`config.mk`:
```
export PLATFORM = sky130hd
export DESIGN_NAME = traffic_pattern_gen
export DESIGN_NICKNAME = d
export VERILOG_FILES = /design/src/rtl/traffic_pattern_gen.sv
export SDC_FILE = /design/constraint.sdc
export NUM_CORES = 1
export LEC_CHECK = 0
export BUFFER_PORTS_ARGS = -buffer_cell sky130_fd_sc_hd__buf_2
export CORE_MARGIN = 2
export CORE_UTILIZATION = 60
export CTS_BUF_LIST = sky130_fd_sc_hd__clkbuf_16
export CTS_CLUSTER_SIZE = 10
export DETAILED_ROUTE_END_ITERATION = 7
export HOLD_SLACK_MARGIN = 0.1
export PLACE_DENSITY_LB_ADDON = 0.15
export SYNTH_ARGS = -nofsm -noshare
export SYNTH_HDL_FRONTEND = slang
export SYNTH_SLANG_ARGS = --single-unit
```
`constraint.sdc`:
```
create_clock -name clock -period 4.94 [get_ports clock]
set_input_delay 0.988 -clock clock [delete_from_list [all_inputs] [get_ports clock]]
set_output_delay 0.988 -clock clock [all_outputs]
set_load 0.02 [all_outputs]
```
`src/rtl/traffic_pattern_gen.sv`:
```
// traffic_pattern_gen: scrolling car map for the 16x16 matrix. Lanes 1..14 shift at per-lane rates, and an LFSR spawns new cars.
// Latency: tick is combinational from the prescaler, and lanes/LFSR update on the edge that closes a tick cycle; enable=0 freezes everything.
// Optional SAFE_MEDIAN_EN: row 8 becomes a permanently clear median.
module traffic_pattern_gen #(
    parameter logic [23:0] TICK_DIV = 24'd2_500_000,
    parameter logic [15:0] SEED     = 16'hACE1
) (
    input  logic              clock,
    input  logic              reset,
    input  logic              enable,
    input  logic              win,
    output logic [15:0][15:0] RedPixelsPattern,
    output logic [1:0]        level,
    output logic              tick
);
    localparam logic [15:0] LFSR_INIT = (SEED == 16'd0) ? 16'hACE1 : SEED;
`ifdef SAFE_MEDIAN_EN
    localparam bit MEDIAN = 1'b1;
`else
    localparam bit MEDIAN = 1'b0;
`endif

    logic [23:0] presc;
    logic [23:0] shifted;
    logic [23:0] period;
    logic [15:0] lfsr;
    logic        win_d;
    logic        level_up;

    always_comb begin
        shifted = TICK_DIV >> level;
        period  = (shifted == 24'd0) ? 24'd1 : shifted;
    end

    assign tick     = !reset && enable && (presc == period - 24'd1);
    assign level_up = enable && win && !win_d && (level != 2'd3);

    // A level change restarts the prescaler; any tick in that same cycle still fires with the old period.
    always_ff @(posedge clock) begin
        if (reset) begin
            presc <= '0;
            level <= '0;
            win_d <= 1'b0;
            lfsr  <= LFSR_INIT;
        end else begin
            win_d <= win;
            if (level_up) begin
                level <= level + 2'd1;
                presc <= '0;
            end else if (tick) begin
                presc <= '0;
            end else if (enable) begin
                presc <= presc + 24'd1;
            end
            if (tick)
                lfsr <= {lfsr[14:0], lfsr[15] ^ lfsr[13] ^ lfsr[12] ^ lfsr[10]};
        end
    end

    for (genvar r = 0; r < 16; r++) begin : g_row
        if (r == 0 || r == 15 || (MEDIAN && r == 8)) begin : g_clear
            assign RedPixelsPattern[r] = 16'd0;
        end else begin : g_lane
            localparam logic [1:0] SPEED = 2'(r % 4);
            logic [1:0]  cnt;
            logic [1:0]  run_len;
            logic        car;
            logic        ins;
            logic [15:0] row;

            // Cap cars at 3 and keep gaps at least 2 wide so the frog always has a way through.
            always_comb begin
                ins = lfsr[r];
                if (car && run_len == 2'd3)
                    ins = 1'b0;
                else if (!car && run_len < 2'd2)
                    ins = 1'b0;
            end

            always_ff @(posedge clock) begin
                if (reset) begin
                    cnt     <= 2'd0;
                    run_len <= 2'd2;
                    car     <= 1'b0;
                    row     <= 16'd0;
                end else if (tick) begin
                    if (cnt == SPEED) begin
                        cnt <= 2'd0;
                        row <= (r % 2 == 0) ? {row[14:0], ins} : {ins, row[15:1]};
                        if (ins == car) begin
                            if (run_len != 2'd3)
                                run_len <= run_len + 2'd1;
                        end else begin
                            car     <= ins;
                            run_len <= 2'd1;
                        end
                    end else begin
                        cnt <= cnt + 2'd1;
                    end
                end
            end

            assign RedPixelsPattern[r] = row;
        end
    end
endmodule

```
# [Yosys cells after proc, flatten, opt, wreduce, memory -nomap -nowiden]
# Cells that the tools add are included.
[totals] regBits=337 input_bits=4 output_inout_bits=259 word_cells=359
[classes] addsub=31 order_cmp=14 eq_ne=69 shifts=1 n_mux=71 n_bitwise=17 reduce_logical=96
[ops] operator="2-bit 2-to-1 mux" n=42
[ops] operator="3-bit AND reduction" n=28
[ops] operator="2-bit by 1-bit adder with 2-bit output (second input constant)" n=29
[ops] operator="2-bit equality test (second input constant)" n=21
[ops] operator="1-bit logical AND" n=33
[ops] operator="2-bit inequality test (second input constant)" n=15
[ops] operator="2-bit less-than comparator (second input constant)" n=14
[ops] operator="1-bit 2-to-1 mux" n=28
[ops] operator="2-bit by 1-bit inequality test with 1-bit output (second input constant)" n=14
[ops] operator="2-bit AND reduction" n=14
[ops] operator="24-bit by 1-bit adder with 24-bit output (second input constant)" n=1
[ops] operator="24-bit equality test" n=1
[ops] operator="24-bit zero test" n=1
[ops] operator="24-bit 2-to-1 mux" n=1
[ops] operator="22-bit by 2-bit >> shifter with 24-bit output (first input constant)" n=1
[ops] operator="24-bit by 1-bit subtractor with 24-bit output (second input constant)" n=1
[ops] operator="1-bit zero test" n=16
[ops] operator="1-bit equality test" n=14
[ops] operator="1-bit NOT" n=14
[ops] operator="2-bit by 1-bit equality test with 1-bit output (second input constant)" n=4
[ops] operator="2-bit zero test" n=3
[ops] operator="3-bit OR reduction" n=1
[ops] operator="1-bit XOR" n=3

# [Longest topological paths before layout]
[depth] ltp_word=7 ltp_mapped=13 depth_no_buf=8

# [Worst setup path before layout]
# OpenSTA, ideal clock, no wires.
[synth_path] kind="register -> output" from="reg level[1]" to="out tick" arrival_time_ns=2.727 t_required_ns=3.952 slack_ns=1.225 stages_incl_launch_ff=7 n_path_buf=0 path_cell_list="dfxtp_1 inv_1 ha_1 nor3_1 mux2_2 o211a_2 nor4b_4"
[synth_between] elab_chain_cells=6
[synth_rtl] element="start: declaration" line_no="13" source="output logic [1:0] level,"
[synth_rtl] element="start signal: assignment" line_no="48" source="level <= level + 2'd1;"
[synth_rtl] element="22-bit by 2-bit >> shifter with 24-bit output (*)" line_no="31" source="shifted = TICK_DIV >> level;"
[synth_rtl] element="24-bit zero test" line_no="32" source="period = (shifted == 24'd0) ? 24'd1 : shifted;"
[synth_rtl] element="24-bit 2-to-1 mux (*)" line_no="32"
[synth_rtl] element="24-bit by 1-bit subtractor with 24-bit output (*)" line_no="35" source="assign tick = !reset && enable && (presc == period - 24'd1);"
[synth_rtl] element="24-bit equality test (*)" line_no="35"
[synth_rtl] element="1-bit logical AND (*)" line_no="35"
[synth_rtl] element="end: declaration" line_no="14" source="output logic tick"
# Every way passes the cells marked *; elsewhere a longest branch is shown, timed or not.

# [Final worst setup path]
# Ends and elaborated chain as after synthesis.

==> results.cfg <==
[outcome]
outcome = complete, no violations

[critical_path]
ws_path_type = flop to output port
worst_r2r_endpoint = g_row[10].g_lane.car$_SDFFE_PP0P_
reg2reg_setup_slack_ns = 0.95
worst_setup_path_start_kind = flop
arrival_ns = 3.47
setup.worst_path.start = level[1]$_SDFFE_PP0P_
worst-endpoint-required_ns = 3.95
r2r_start = level[1]$_SDFFE_PP0P_
worst-r2r-cell-count = 8
critical_path_peak_fanout = 17
endpoint = tick
critPathCaptureType = output port

[yosys]
post_synth_fa_ha_maj_area_fraction_pct = 2.884
muxShareOfSynthArea_pct = 2.676
synth_top_cells_by_area = sky130_fd_sc_hd__dfxtp_1 49%, sky130_fd_sc_hd__nand2_1 14%, sky130_fd_sc_hd__a21oi_1 8.8%
synth_top_area_cell = sky130_fd_sc_hd__dfxtp_1
synthesis.instances = 1658
synth_top_area_share_pct = 48.59
yosys_register_bits = 337
ys_seq_area_share_pct = 48.59
synth_area_in_compound_gates_pct = 12.93
synthSimpleGateAreaFrac_pct = 24.55
netlist-cell-type-count = 65
yosys_warnings = 0
proportion_of_register_bits_with_asynchronous_set_or_reset_after_synthesis_pct = 0
most_frequently_used_flop_master_after_synthesis = sky130_fd_sc_hd__dfxtp_1
synth_xor_area_share_pct = 2.397
synth_area_sq_mm = 0.01388
synth_edf_count = 0
synth_top_family_by_area = simple AND/OR/NAND/NOR gates
synthesis.area_per_instance_sq_um = 8.374

[layout]
antenna_cells = 0
areaGrowthSynthToFinish_pct = 14.91
drive_above_1_share_pct = 18.08
fin_nets = 1883
multiInputGateArea_sq_mm = 0.006459
final_cell_count_no_fill = 2132
final_core_util_pct = 70.26
seq_area_sq_mm = 0.006746
nFillCells = 1867

[timing]
final_max_slew_viol_count = 0
hold_viol_final = 0
grt_setup_unrepaired = no
final.setup.worst_slack_ns = 0.4826
period_needed_ns = 4.457
fin_skew_ns = 0.01498
maxSlewHeadroom_pct = 29.10
worst_slew_pin_slew_ns = 1.063
max_fclk_ghz = 0.2243
setup_violations = 0
final.setup.tns_ns = 0
period_share_pct = 90.23

[clock_network]
clock-sinks = 337
post_cts.resized_instances = 0
cts.root.buffer_cell = sky130_fd_sc_hd__clkbuf_16
tritoncts_buffer_count = 39
cts.reportedPaths.clkPinSlew_ns = 0.05
cts_max_level = 2
tritoncts = yes
insertion_delay_ns = 0.51
count_of_hold_fix_buffers_inserted_at_cts = 0
cts_buffer_depth = 3
cts.repair_timing.setup_buffer_count = 0

[flow_run]
drv.max_cap_violation_count = 0

[place]
hpwlAfterDp_um = 19750
dp_cells = 2091
place.gp.congestion = 0.8751
post-place-ws_ns = 1.025
io_buffers = 230

[drt]
detail_route.vias_per_cell = 5.485
route.vias.total = 11700
route.detailed.drc = 0
finalWirelength_um = 30290
ant_nets = 0
wire_per_inst_um = 14.21
drt_iter0_drc = 877
drt-pass1-iter-count = 7

[grt]
pin_count_of_the_biggest_net_entering_global_routing = 105
number_of_antenna_violations_at_the_first_check_in_global_routing = 0
grt_util_all_layers_pct = 23.82
globalRoute.totalOverflow = 0
wire_length_of_the_first_global_routing_pass_um = 49180
grt_pass1_vias = 10450

[power_and_ir_drop]
cell_leakage_power_nw = 6.356
ir_worst_vdd_mv = 0.2473
power.density_cell_area_mw_per_mm2 = 328.0
post-layout-total-power_w = 0.005233

[floorplanning]
start_util_pct = 61.14
total_die_area_sq_mm = 0.02437
dieWidth_um = 156.1
num_io_pins = 263
core_area_sq_mm = 0.02271
fp-row-count = 55
die_y_um = 156.1

[min_path]
hold_class = flop to flop
[cells in the mapped netlist (12+ instances only)]
master	n
sky130_fd_sc_hd__buf_2	24
sky130_fd_sc_hd__clkbuf_1	62
sky130_fd_sc_hd__nand3b_1	12
sky130_fd_sc_hd__dfxtp_1	337
sky130_fd_sc_hd__xor2_1	19
sky130_fd_sc_hd__nand3_1	29
sky130_fd_sc_hd__xnor2_1	19
sky130_fd_sc_hd__and3_1	22
sky130_fd_sc_hd__buf_4	40
sky130_fd_sc_hd__nor3_1	14
sky130_fd_sc_hd__inv_1	24
sky130_fd_sc_hd__ha_1	32
sky130_fd_sc_hd__mux2i_1	36
sky130_fd_sc_hd__nor2_1	48
sky130_fd_sc_hd__nand4_1	24
sky130_fd_sc_hd__nand2_1	508
sky130_fd_sc_hd__a21oi_1	245
[report_power, final]
group          internal [W]  switching [W]
Sequential          0.00272     0.00000444
Combinational     0.0000192      0.0000982
Clock               0.00139        0.00100
[stage by stage]
stage / hold slack, ns / instance area, sq um
5_1_grt: 0.4619 / 15960
2_1_floorplan: 0.4319 / 14000
4_1_cts: 0.4475 / 15960
3_3_place_gp: 0.4351 / 14970
3_5_place_dp: 0.4409 / 14970
6_report: 0.4453 / 15960
[cells in the final DEF (no fill, tap or decap), types with 12 or more instances in the layout]
cell,netlist,routed
sky130_fd_sc_hd__nand2_1,508,508
sky130_fd_sc_hd__dfxtp_1,337,337
sky130_fd_sc_hd__a21oi_1,245,245
sky130_fd_sc_hd__buf_2,24,229
sky130_fd_sc_hd__nor2_1,48,48
sky130_fd_sc_hd__clkbuf_16,0,39
sky130_fd_sc_hd__mux2i_1,36,36
sky130_fd_sc_hd__ha_1,32,32
sky130_fd_sc_hd__conb_1,1,32
sky130_fd_sc_hd__nand3_1,29,28
sky130_fd_sc_hd__nand4_1,24,24
sky130_fd_sc_hd__inv_1,24,24
sky130_fd_sc_hd__and3_1,22,22
sky130_fd_sc_hd__buf_4,40,20
sky130_fd_sc_hd__xor2_1,19,19
sky130_fd_sc_hd__xnor2_1,19,19
sky130_fd_sc_hd__nor3_1,14,14
sky130_fd_sc_hd__nand3b_1,12,12
[cell type report]
type	instances	share of cell area, %
inverters	25	0.5881
repair buffers	250	8.211
clock buffers	39	6.117
well taps	285	2.235
clock inverters	2	0.08626
flip-flops and latches	337	42.28
multi-input cells	1194	40.48
[cells by family (layout without fill, tap and decap cells)]
group / Yosys count / count (layout)
xor+xnor: 38 / 38
compound gates: 315 / 315
fa+ha+maj: 32 / 32
mux: 37 / 37
flops: 337 / 337
buf+inv: 158 / 316
simple gates: 740 / 740
other cells: 1 / 32
[worst max-delay path, cell delays in order (launching register included)]
cell and delay, ns:
sky130_fd_sc_hd__dfxtp_1 0.53, sky130_fd_sc_hd__inv_1 0.19, sky130_fd_sc_hd__ha_1 0.38, sky130_fd_sc_hd__nor3_1 0.40
sky130_fd_sc_hd__mux2_2 0.40, sky130_fd_sc_hd__o211a_2 0.48, sky130_fd_sc_hd__nor4b_4 0.35, sky130_fd_sc_hd__buf_2 0.23
[routing by layer]
| metal | wire, um | GRT usage [%] |
|---|---|---|
| met1 | 13100 | 30.08 |
| met2 | 14810 | 41.42 |
| met3 | 1818 | 4.889 |
| met4 | 555 | 6.640 |
| met5 | 0 | 0 |
[worst min-delay path by stage]
stage,cells after the start,slack (ns),to,start
after floorplan,2,0.43,g_row[12].g_lane.cnt[0]$_SDFFE_PP0P_,g_row[12].g_lane.cnt[0]$_SDFFE_PP0P_
after global placement,2,0.44,g_row[9].g_lane.row[0]$_SDFFE_PP0P_,g_row[9].g_lane.row[0]$_SDFFE_PP0P_
after detailed placement,2,0.44,g_row[9].g_lane.row[0]$_SDFFE_PP0P_,g_row[9].g_lane.row[0]$_SDFFE_PP0P_
after CTS,2,0.45,g_row[13].g_lane.row[0]$_SDFFE_PP0P_,g_row[13].g_lane.row[0]$_SDFFE_PP0P_
after global routing,2,0.46,g_row[13].g_lane.row[0]$_SDFFE_PP0P_,g_row[13].g_lane.row[0]$_SDFFE_PP0P_
final,2,0.45,g_row[13].g_lane.row[0]$_SDFFE_PP0P_,g_row[13].g_lane.row[0]$_SDFFE_PP0P_
[registers in the layout, summed over array words and instances, names as in the netlist]
| name | flops |
|---|---|
| presc | 24 |
| g_row.g_lane.row | 224 |
| win_d | 1 |
| lfsr | 16 |
| g_row.g_lane.run_len | 28 |
| g_row.g_lane.cnt | 28 |
| g_row.g_lane.car | 14 |
| level | 2 |
(Power assumes the default switching activity.)
